## config.mk

```make
export PLATFORM = sky130hd
export DESIGN_NAME = modulo_n_updown_counter
export DESIGN_NICKNAME = d
export VERILOG_FILES = /design/src/rtl/modulo_n_updown_counter.sv
export SDC_FILE = /design/constraint.sdc
export NUM_CORES = 1
export LEC_CHECK = 0
export ABC_AREA = 1
export BUFFER_PORTS_ARGS = -buffer_cell sky130_fd_sc_hd__buf_2
export CORE_UTILIZATION = 50
export CTS_CLUSTER_DIAMETER = 80
export DETAILED_ROUTE_END_ITERATION = 12
export PLACE_DENSITY = 0.82
export RECOVER_POWER = 50
export SLEW_MARGIN = 10
export SYNTH_ARGS = -nofsm -noshare
export SYNTH_HDL_FRONTEND = slang
export SYNTH_SLANG_ARGS = --single-unit
```

## constraint.sdc

```tcl
create_clock -name clk -period 2.26 [get_ports clk]
set_clock_uncertainty 0.1 [all_clocks]
set_input_delay 0.113 -clock clk [delete_from_list [all_inputs] [get_ports clk]]
set_output_delay 0.113 -clock clk [all_outputs]
set_load 0.01 [all_outputs]
```

## src/rtl/modulo_n_updown_counter.sv

```systemverilog
`default_nettype none
// +--------------------------------------------------------------------------+
// | modulo_n_updown_counter                                                  |
// | Modulo-MODULUS up/down counter: clear, load, enable, tc and carry chain. |
// | Rev 1.0                                                                  |
// +--------------------------------------------------------------------------+
module modulo_n_updown_counter #(
  parameter int WIDTH       = 4,
  parameter int MODULUS     = 10,
  parameter int RESET_VALUE = 0
) (
  input  logic             clk,
  input  logic             rstn,
  input  logic             clr,
  input  logic             load,
  input  logic [WIDTH-1:0] load_val,
  input  logic             en,
  input  logic             up,
  output logic [WIDTH-1:0] out,
  output logic             tc,
  output logic             carry_out,
  output logic             wrapped,
  output logic             load_err
);

  localparam logic [WIDTH:0]   c_MOD  = (WIDTH+1)'(MODULUS);
  localparam logic [WIDTH:0]   c_LAST = (WIDTH+1)'(MODULUS - 1);
  localparam logic [WIDTH-1:0] c_RST  = WIDTH'(RESET_VALUE);

  if (MODULUS < 2 || MODULUS > (1 << WIDTH)) begin : g_bad_modulus
    $error("modulo_n_updown_counter: MODULUS must lie in 2..2**WIDTH");
  end
  if (RESET_VALUE < 0 || RESET_VALUE >= MODULUS) begin : g_bad_reset_value
    $error("modulo_n_updown_counter: RESET_VALUE must be below MODULUS");
  end

  logic [WIDTH-1:0] r_count;
  logic             r_wrapped;
  logic             r_load_err;

  logic [WIDTH:0]   w_cnt_ext;
  logic [WIDTH:0]   w_inc_ext;
  logic [WIDTH:0]   w_dec_ext;
  logic             w_up_wrap;
  logic             w_dn_wrap;
  logic [WIDTH:0]   w_load_ext;
  logic             w_load_err;
  logic [WIDTH-1:0] w_load_mod;

  // Extra headroom bit: any result at or beyond MODULUS (including an
  // underflow from 0, or a forced out-of-range count) is a wrap.
  assign w_cnt_ext  = {1'b0, r_count};
  assign w_inc_ext  = w_cnt_ext + 1'b1;
  assign w_dec_ext  = w_cnt_ext - 1'b1;
  assign w_up_wrap  = (w_inc_ext >= c_MOD);
  assign w_dn_wrap  = (w_dec_ext >= c_MOD);

  assign w_load_ext = {1'b0, load_val};
  assign w_load_err = (w_load_ext >= c_MOD);

  if (MODULUS == (1 << WIDTH)) begin : g_load_full_range
    assign w_load_mod = load_val;
  end else begin : g_load_reduce
    localparam logic [WIDTH-1:0] c_MOD_W = WIDTH'(MODULUS);
    assign w_load_mod = load_val % c_MOD_W;
  end

  always_ff @(posedge clk or negedge rstn) begin
    if (!rstn) begin
      r_count    <= c_RST;
      r_wrapped  <= 1'b0;
      r_load_err <= 1'b0;
    end else if (clr) begin
      r_count    <= c_RST;
      r_wrapped  <= 1'b0;
      r_load_err <= 1'b0;
    end else if (load) begin
      r_count    <= w_load_mod;
      r_wrapped  <= 1'b0;
      r_load_err <= w_load_err;
    end else if (en) begin
      r_load_err <= 1'b0;
      if (up) begin
        r_count   <= w_up_wrap ? '0 : w_inc_ext[WIDTH-1:0];
        r_wrapped <= w_up_wrap;
      end else begin
        r_count   <= w_dn_wrap ? c_LAST[WIDTH-1:0] : w_dec_ext[WIDTH-1:0];
        r_wrapped <= w_dn_wrap;
      end
    end else begin
      r_wrapped  <= 1'b0;
      r_load_err <= 1'b0;
    end
  end

  assign out       = r_count;
  assign tc        = up ? (w_cnt_ext == c_LAST) : (r_count == '0);
  assign carry_out = tc & en;
  assign wrapped   = r_wrapped;
  assign load_err  = r_load_err;

endmodule
`default_nettype wire

```

==> results of run 1 <==
==> worst min-delay path, cell delays in order <==
cell,delay [ns]
buf_2,0.12
nand2_1,0.07
nor2_1,0.04
==> area by class of cell <==
class	count	area, sq um
multi-input combinational	81	444
timing repair buffer	19	98.8
tap	14	17.5
inverter	16	73.8
sequential	6	150
clock buffer	3	22.5
fill	105	379
==> routing by layer <==
metal / vias up / share of wire (%)
li1: 381 / -
met1: 316 / 47
met2: 31 / 45
met3: 2 / 6.5
met4: 0 / 1.3
met5: - / 0
==> power by group through the flow <==
stage               Sequential (mW)  Combinational, mW  Clock [mW]
floorplan                     0.136              0.122           0
global placement              0.136              0.169           0
detailed placement            0.136              0.172           0
CTS                           0.135              0.176      0.0995
global route                  0.136              0.198       0.107
finish                        0.135              0.176      0.0975
==> state kept, by name (all words and copies together) (netlist names) <==
register / count
wrapped: 1
out: 4
load_err: 1
==> worst max-delay path by stage <==
| stage | depth (start not counted) | start | slack (ns) | endpoint |
|---|---|---|---|---|
| floorplan | 11 | out[0] | 0.55 | out[0] |
| global placement | 11 | out[0] | 0.43 | out[3] |
| detailed placement | 11 | out[0] | 0.38 | out[0] |
| CTS | 11 | out[0] | 0.38 | out[0] |
| global route | 11 | out[0] | 0.23 | out[3] |
| finish | 8 | out[0] | 0.38 | out[3] |
==> cell usage in the layout (no fill, tap or decap), drive strengths merged <==
cell | synthesis | layout
inv | 13 | 13
or2 | 1 | 1
bufinv | 1 | 1
buf | 1 | 12
o21ai | 3 | 3
nor2 | 11 | 11
ha | 7 | 7
nand4 | 5 | 5
dfrtp | 6 | 6
a21oi | 5 | 5
clkbuf | 0 | 8
dlygate4sd3 | 0 | 2
nand2 | 35 | 35
nand3 | 12 | 12
a31oi | 2 | 2
clkinv | 2 | 2
==> kinds of logic (layout without fill, tap and decap cells) <==
group	Yosys count	in the layout	synth area share, %
fa+ha+maj	7	7	12.9
compound gates	10	10	8.65
flops	6	6	22.1
buf+inv	17	38	12.5
simple gates	64	64	43.8
==> results by group, run 1 <==
Outcome
  – Outcome: finished clean

Place
  – Placed insts: 134
  – Final HPWL DP: approximately 1300 um
  – GPL Wtd Cong: between 0.9 and 1
  – Post-placement cell area: ~770 sq um
  – Port bufs: 17
  – Post-place setup slack: 0.382 ns

Route
  – Post-route ant nets: 0
  – DR pass1 iterations: 4
  – Initial drt markers: 38
  – Vias: between 700 and 800
  – Wire length per cell: roughly 12 um
  – Via density: roughly 5.3
  – Residual DRC: 0
  – Total Wirelength: 1610 um

Clock network
  – Num CTS Buffers: 3
  – Sink count of the clock tree: 6
  – CTS tree: yes
  – Setup bufs post-CTS: 0
  – Clk slew on worst S/H paths: roughly 0.050 ns
  – CTS Hold Bufs: 2
  – Post-CTS Resized: 0
  – CTS Buffer Depth: 2
  – Clock latency at the later pin of the worst-skew pair: 0.24 ns
  – Root Driver: clkbuf_4
  – CTS H-tree lvls: 1

Power and ir drop
  – Max IR drop VDD: approximately 0.00023 V
  – Power share of the sequential group: between 30% and 40%
  – Sw power: roughly 0.17 mW
  – Switching part of the total: around two fifths
  – Static leakage: between 0.4 and 0.5 nW
  – Clock power frac: 23.8%
  – Pwr Density: roughly 510 nW/um^2
  – P_int: between 0.2 and 0.25 mW
  – Total Power: slightly above 0.4 mW
  – Gate power share: a little over two fifths

Floorplanning
  – Core Region: between 1000 and 1500 sq um
  – Die Ht: slightly below 40 um
  – Boundary Pins: 18
  – Die ar.: about 1500 sq um
  – Initial Utilization: roughly 57%
  – FP Rows: 12
  – Die width: between 30 and 40 um

STA
  – Max Slew Vio Count: 0
  – Final worst slack: between 0.3 and 0.4 ns
  – Fin crit share: between 80% and 90%
  – Final number of hold-violating endpoints: 0
  – Slew HR: between 70% and 80%
  – Unrepaired setup endpoints after global routing: no
  – Setup TNS: 0 ns
  – Worst slew pin tran: roughly 0.31 ns
  – Min Tclk post-route: ~1.9 ns
  – Achievable frequency: 531 MHz
  – Final setup fails: 0
  – Hold_ws: 0.0387 ns

Hold path
  – Hold Path Sink: load_err
  – Worst hold path cell count: 3
  – Hold_sp: load
  – Hold Crit Class: input pin to flop

Yosys
  – Synth top cells by count: nand2_1 (26), nand3_1 (11), nor2_1 (11)
  – Sequential area share after synthesis: between 20 and 25%
  – YS warnings: 0
  – Synth top area cells: dfrtp_1 (22%), nand2_1 (14%), ha_1 (13%)
  – Number of synthesized flops with an enable pin: 0
  – Post-Syn Instances: around 100
  – Ys flop type: dfrtp_1
  – Syn nets: approximately 120
  – Yosys top cell by area: dfrtp_1
  – Mean post-synth cell area: 6.53 sq um
  – Async set-reset flop share out of synthesis: 100%
  – Post-synth top area share: between 20% and 30%
  – Count leader, synth: nand2_1
  – Mapped Area: between 600 and 700 sq um
  – Synth cell types: 19
  – Number of synthesized register bits: 6

Worst setup path
  – CP bufs+invs: 1
  – CP max-delay cell: dfrtp_1
  – Critical path endpoint category: flop
  – Critical Path RT: 2.29 ns
  – R2R setup slack: around 0.38 ns
  – FF-to-FF path depth: 8
  – CP Max Fanout: 9
  – Peak per-stage delay on the critical path: 0.52 ns
  – Delay-heaviest family, CP: flip-flops
  – Worst path cell trace: inv_1 -> ha_1 -> a31oi_2 -> nand2_1 -> nand3_1 -> nand2_1 -> nand2_1 -> nand2_1
  – CP arrival: approximately 1.9 ns
  – Crit Reg-Reg Startpoint: out[0]
  – Critical path class: flop to flop
  – Reg2reg end: out[3]
  – Most Frequent Cell on Critical Path: nand2_1
  – Startpoint types: flop

GRT
  – Vias in the first global route: between 600 and 700
  – Grt ovf: 0
  – Global routing's busiest layer: met2
  – Grt met1 use: around a third
  – Tot GR Track Use: roughly 24%
  – M2 GR Usage: just under 40%
  – Met3 usage: around 2.9%
  – Largest net degree at the start of global routing: 10
  – Antenna violations before repair: 0
  – Global-route wire length before repair: about 2600 um

Finish
  – Area growth from synthesis to layout: 18.8%
  – Cell area after layout: 807 sq um
  – Fin nets: between 100 and 150
  – Share of layout cells above drive strength 1: about 26%
  – Antenna Cells: 0
  – Final core utilization: between 60% and 70%
  – Non-Filler Instances: around 140

Flow run
  – Max_cap viols: 0
Note: power is estimated with default switching activity, not from simulation.
==> inputs of run 2 (changes only) <==
- CORE_UTILIZATION: 50 -> 45
- PLACE_DENSITY: 0.82 -> 0.79
- clock period: 2.26 -> 1.52 ns (I/O delays scaled with it)
==> results by group, run 2 (synthesis gave the netlist of run 1 again) <==
Outcome
  – Outcome: complete, but fails checks
  – Failing checks: negative setup slack

Floorplanning
  – Initial Utilization: about half
  – FP Rows: 13
  – Die width: 40.9 um
  – Die Ht: just over 40 um
  – Die ar.: around 1700 sq um
  – Core Region: about 1400 sq um
  – Boundary Pins: 18

GRT
  – Tot GR Track Use: a little over a quarter
  – Grt met1 use: 30.3%
  – Vias in the first global route: 700
  – Global routing's busiest layer: met2
  – M2 GR Usage: 43.8%
  – Global-route wire length before repair: roughly 2800 um
  – Antenna violations before repair: 0
  – Met3 usage: approximately 5.4%
  – Largest net degree at the start of global routing: 9
  – Grt ovf: 0

Place
  – Post-place setup slack: -0.104 ns
  – Final HPWL DP: approximately 1400 um
  – Port bufs: 17
  – GPL Wtd Cong: 0.942
  – Post-placement cell area: around 840 sq um

STA
  – Final worst slack: -0.0919 ns
  – Fin crit share: 106%
  – Max Slew Vio Count: 0
  – Final setup fails: 6
  – Final number of hold-violating endpoints: 0
  – Unrepaired setup endpoints after global routing: yes
  – Hold_ws: just over 0.006 ns
  – Slew HR: 77.8%
  – Min Tclk post-route: 1.61 ns
  – Worst slew pin tran: 0.333 ns
  – Achievable frequency: 620 MHz

Finish
  – Antenna Cells: 0
  – Max FFs per register: 4
  – Cell area after layout: about 960 sq um
  – Area growth from synthesis to layout: 41.6%
  – Commonest non-fill, non-tap cell in the layout: nand2_1
  – Commonest cells after routing, fill and taps aside: nand2_1 (26), buf_2 (16), nand3_1 (11)
  – Fin nets: approximately 160
  – Share of layout cells above drive strength 1: a little over two fifths
  – # fillers: between 100 and 150

Route
  – Total Wirelength: 1810 um
  – DR pass1 iterations: 4
  – Residual DRC: 0
  – Via density: around 5.2
  – Wire length per cell: 11.8 um
  – Vias: 796
  – Initial drt markers: 35
  – Post-route ant nets: 0

Power and ir drop
  – Static leakage: between 0.5 and 0.6 nW
  – Max IR drop VDD: 0.000394 V
  – Pwr Density: about 750 nW/um^2

Hold path
  – Hold Path Sink: wrapped
  – Hold_sp: en
  – Hold Crit Class: input pin to flop
  – Worst hold path cell count: 3

Worst setup path
  – Critical path class: flop to flop
  – Reg2reg end: out[0]
  – Delay-heaviest family, CP: simple AND/OR/NAND/NOR gates
  – Crit Reg-Reg Startpoint: out[0]
  – FF-to-FF path depth: 11
  – Most Frequent Cell on Critical Path: nand2_1
  – Critical path endpoint category: flop
  – Startpoint types: flop
  – Worst path cell trace: inv_4 -> ha_4 -> inv_2 -> nor2_2 -> nand3_1 -> nand3_2 -> nand2_2 -> nand2_1 -> nand3_1 -> nand2_1 -> nand2_1
  – CP max-delay cell: dfrtp_2
  – CP arrival: 1.67 ns
  – Critical Path RT: 1.58 ns
  – CP Max Fanout: 6
  – CP bufs+invs: 2
  – Peak per-stage delay on the critical path: between 0.4 and 0.5 ns
  – R2R setup slack: -0.09 ns

Flow run
  – Max_cap viols: 0

Clock network
  – Clock latency at the later pin of the worst-skew pair: between 0.2 and 0.3 ns
  – CTS tree: yes
  – Sink count of the clock tree: 6
  – Num CTS Buffers: 3
  – Clk slew on worst S/H paths: ~0.050 ns
  – CTS H-tree lvls: 1
  – CTS Buffer Depth: 2
  – Root Driver: clkbuf_4
## run 2: cell types whose count changed in the layout (fill, tap and decap cells not counted), moves of 3 or more
cell / change
buf_2: +4
inv_1: -3
buf_4: +10
ha_1: -3
clkbuf_1: -4
## run 2: power by group
group	switching (mW)	internal, mW
logic	0.192	0.165
registers	0.0266	0.174
clock network	0.0705	0.0902
## run 2: stage by stage
step / std cells / total power, mW / setup TNS (ns) / util [%]
after floorplan: 104 / 0.395 / -0.0110 / -
after global placement: 142 / 0.496 / -0.107 / 62.4
after detailed placement: 142 / 0.504 / -0.307 / 62.4
after CTS: 152 / 0.695 / -0.349 / 69.9
after global routing: 153 / 0.759 / -1.01 / 71.3
final: 153 / 0.718 / -0.392 / 71.3
## run 2: how the worst max path moves through the flow
stage	from	end	slack [ns]	cells after the start
final	out[0]	out[0]	-0.09	11
after global routing	out[1]	out[0]	-0.17	10
after CTS	out[0]	out[0]	-0.09	11
after detailed placement	out[0]	out[0]	-0.10	11
after global placement	out[0]	out[0]	-0.07	11
after floorplan	out[0]	out[0]	-0.01	11
## run 2: area by class of cell
type	count	area, sq um	share of cell area [%]
clock buffers	3	22.5	2.34
inverters	16	78.8	8.19
multi-input cells	81	478	49.7
flip-flops and latches	6	153	15.9
well taps	15	18.8	1.95
repair buffers	32	211	22.0
## run 2: worst reg2reg max path, cell delays in order, from the launching register on
cell	delay (ns)
dfrtp_2	0.44
inv_4	0.07
ha_4	0.29
inv_2	0.04
nor2_2	0.07
nand3_1	0.09
nand3_2	0.11
nand2_2	0.06
nand2_1	0.06
nand3_1	0.06
nand2_1	0.07
nand2_1	0.05
## run 2: timing repair
item,4_1_cts,5_1_grt
pin swaps,7,5
buffers inserted,4,1
endpoints found under the setup margin,7,7
hold endpoints to repair,7,0
hold buffers,3,0
resized for setup,5,4
## run 2: per-layer routing
layer  share of wire, %  vias to the layer above
met2                 49                       33
met5                  0                        -
met4                2.4                        0
met1                 44                      349
li1                   -                      408
met3                5.0                        6
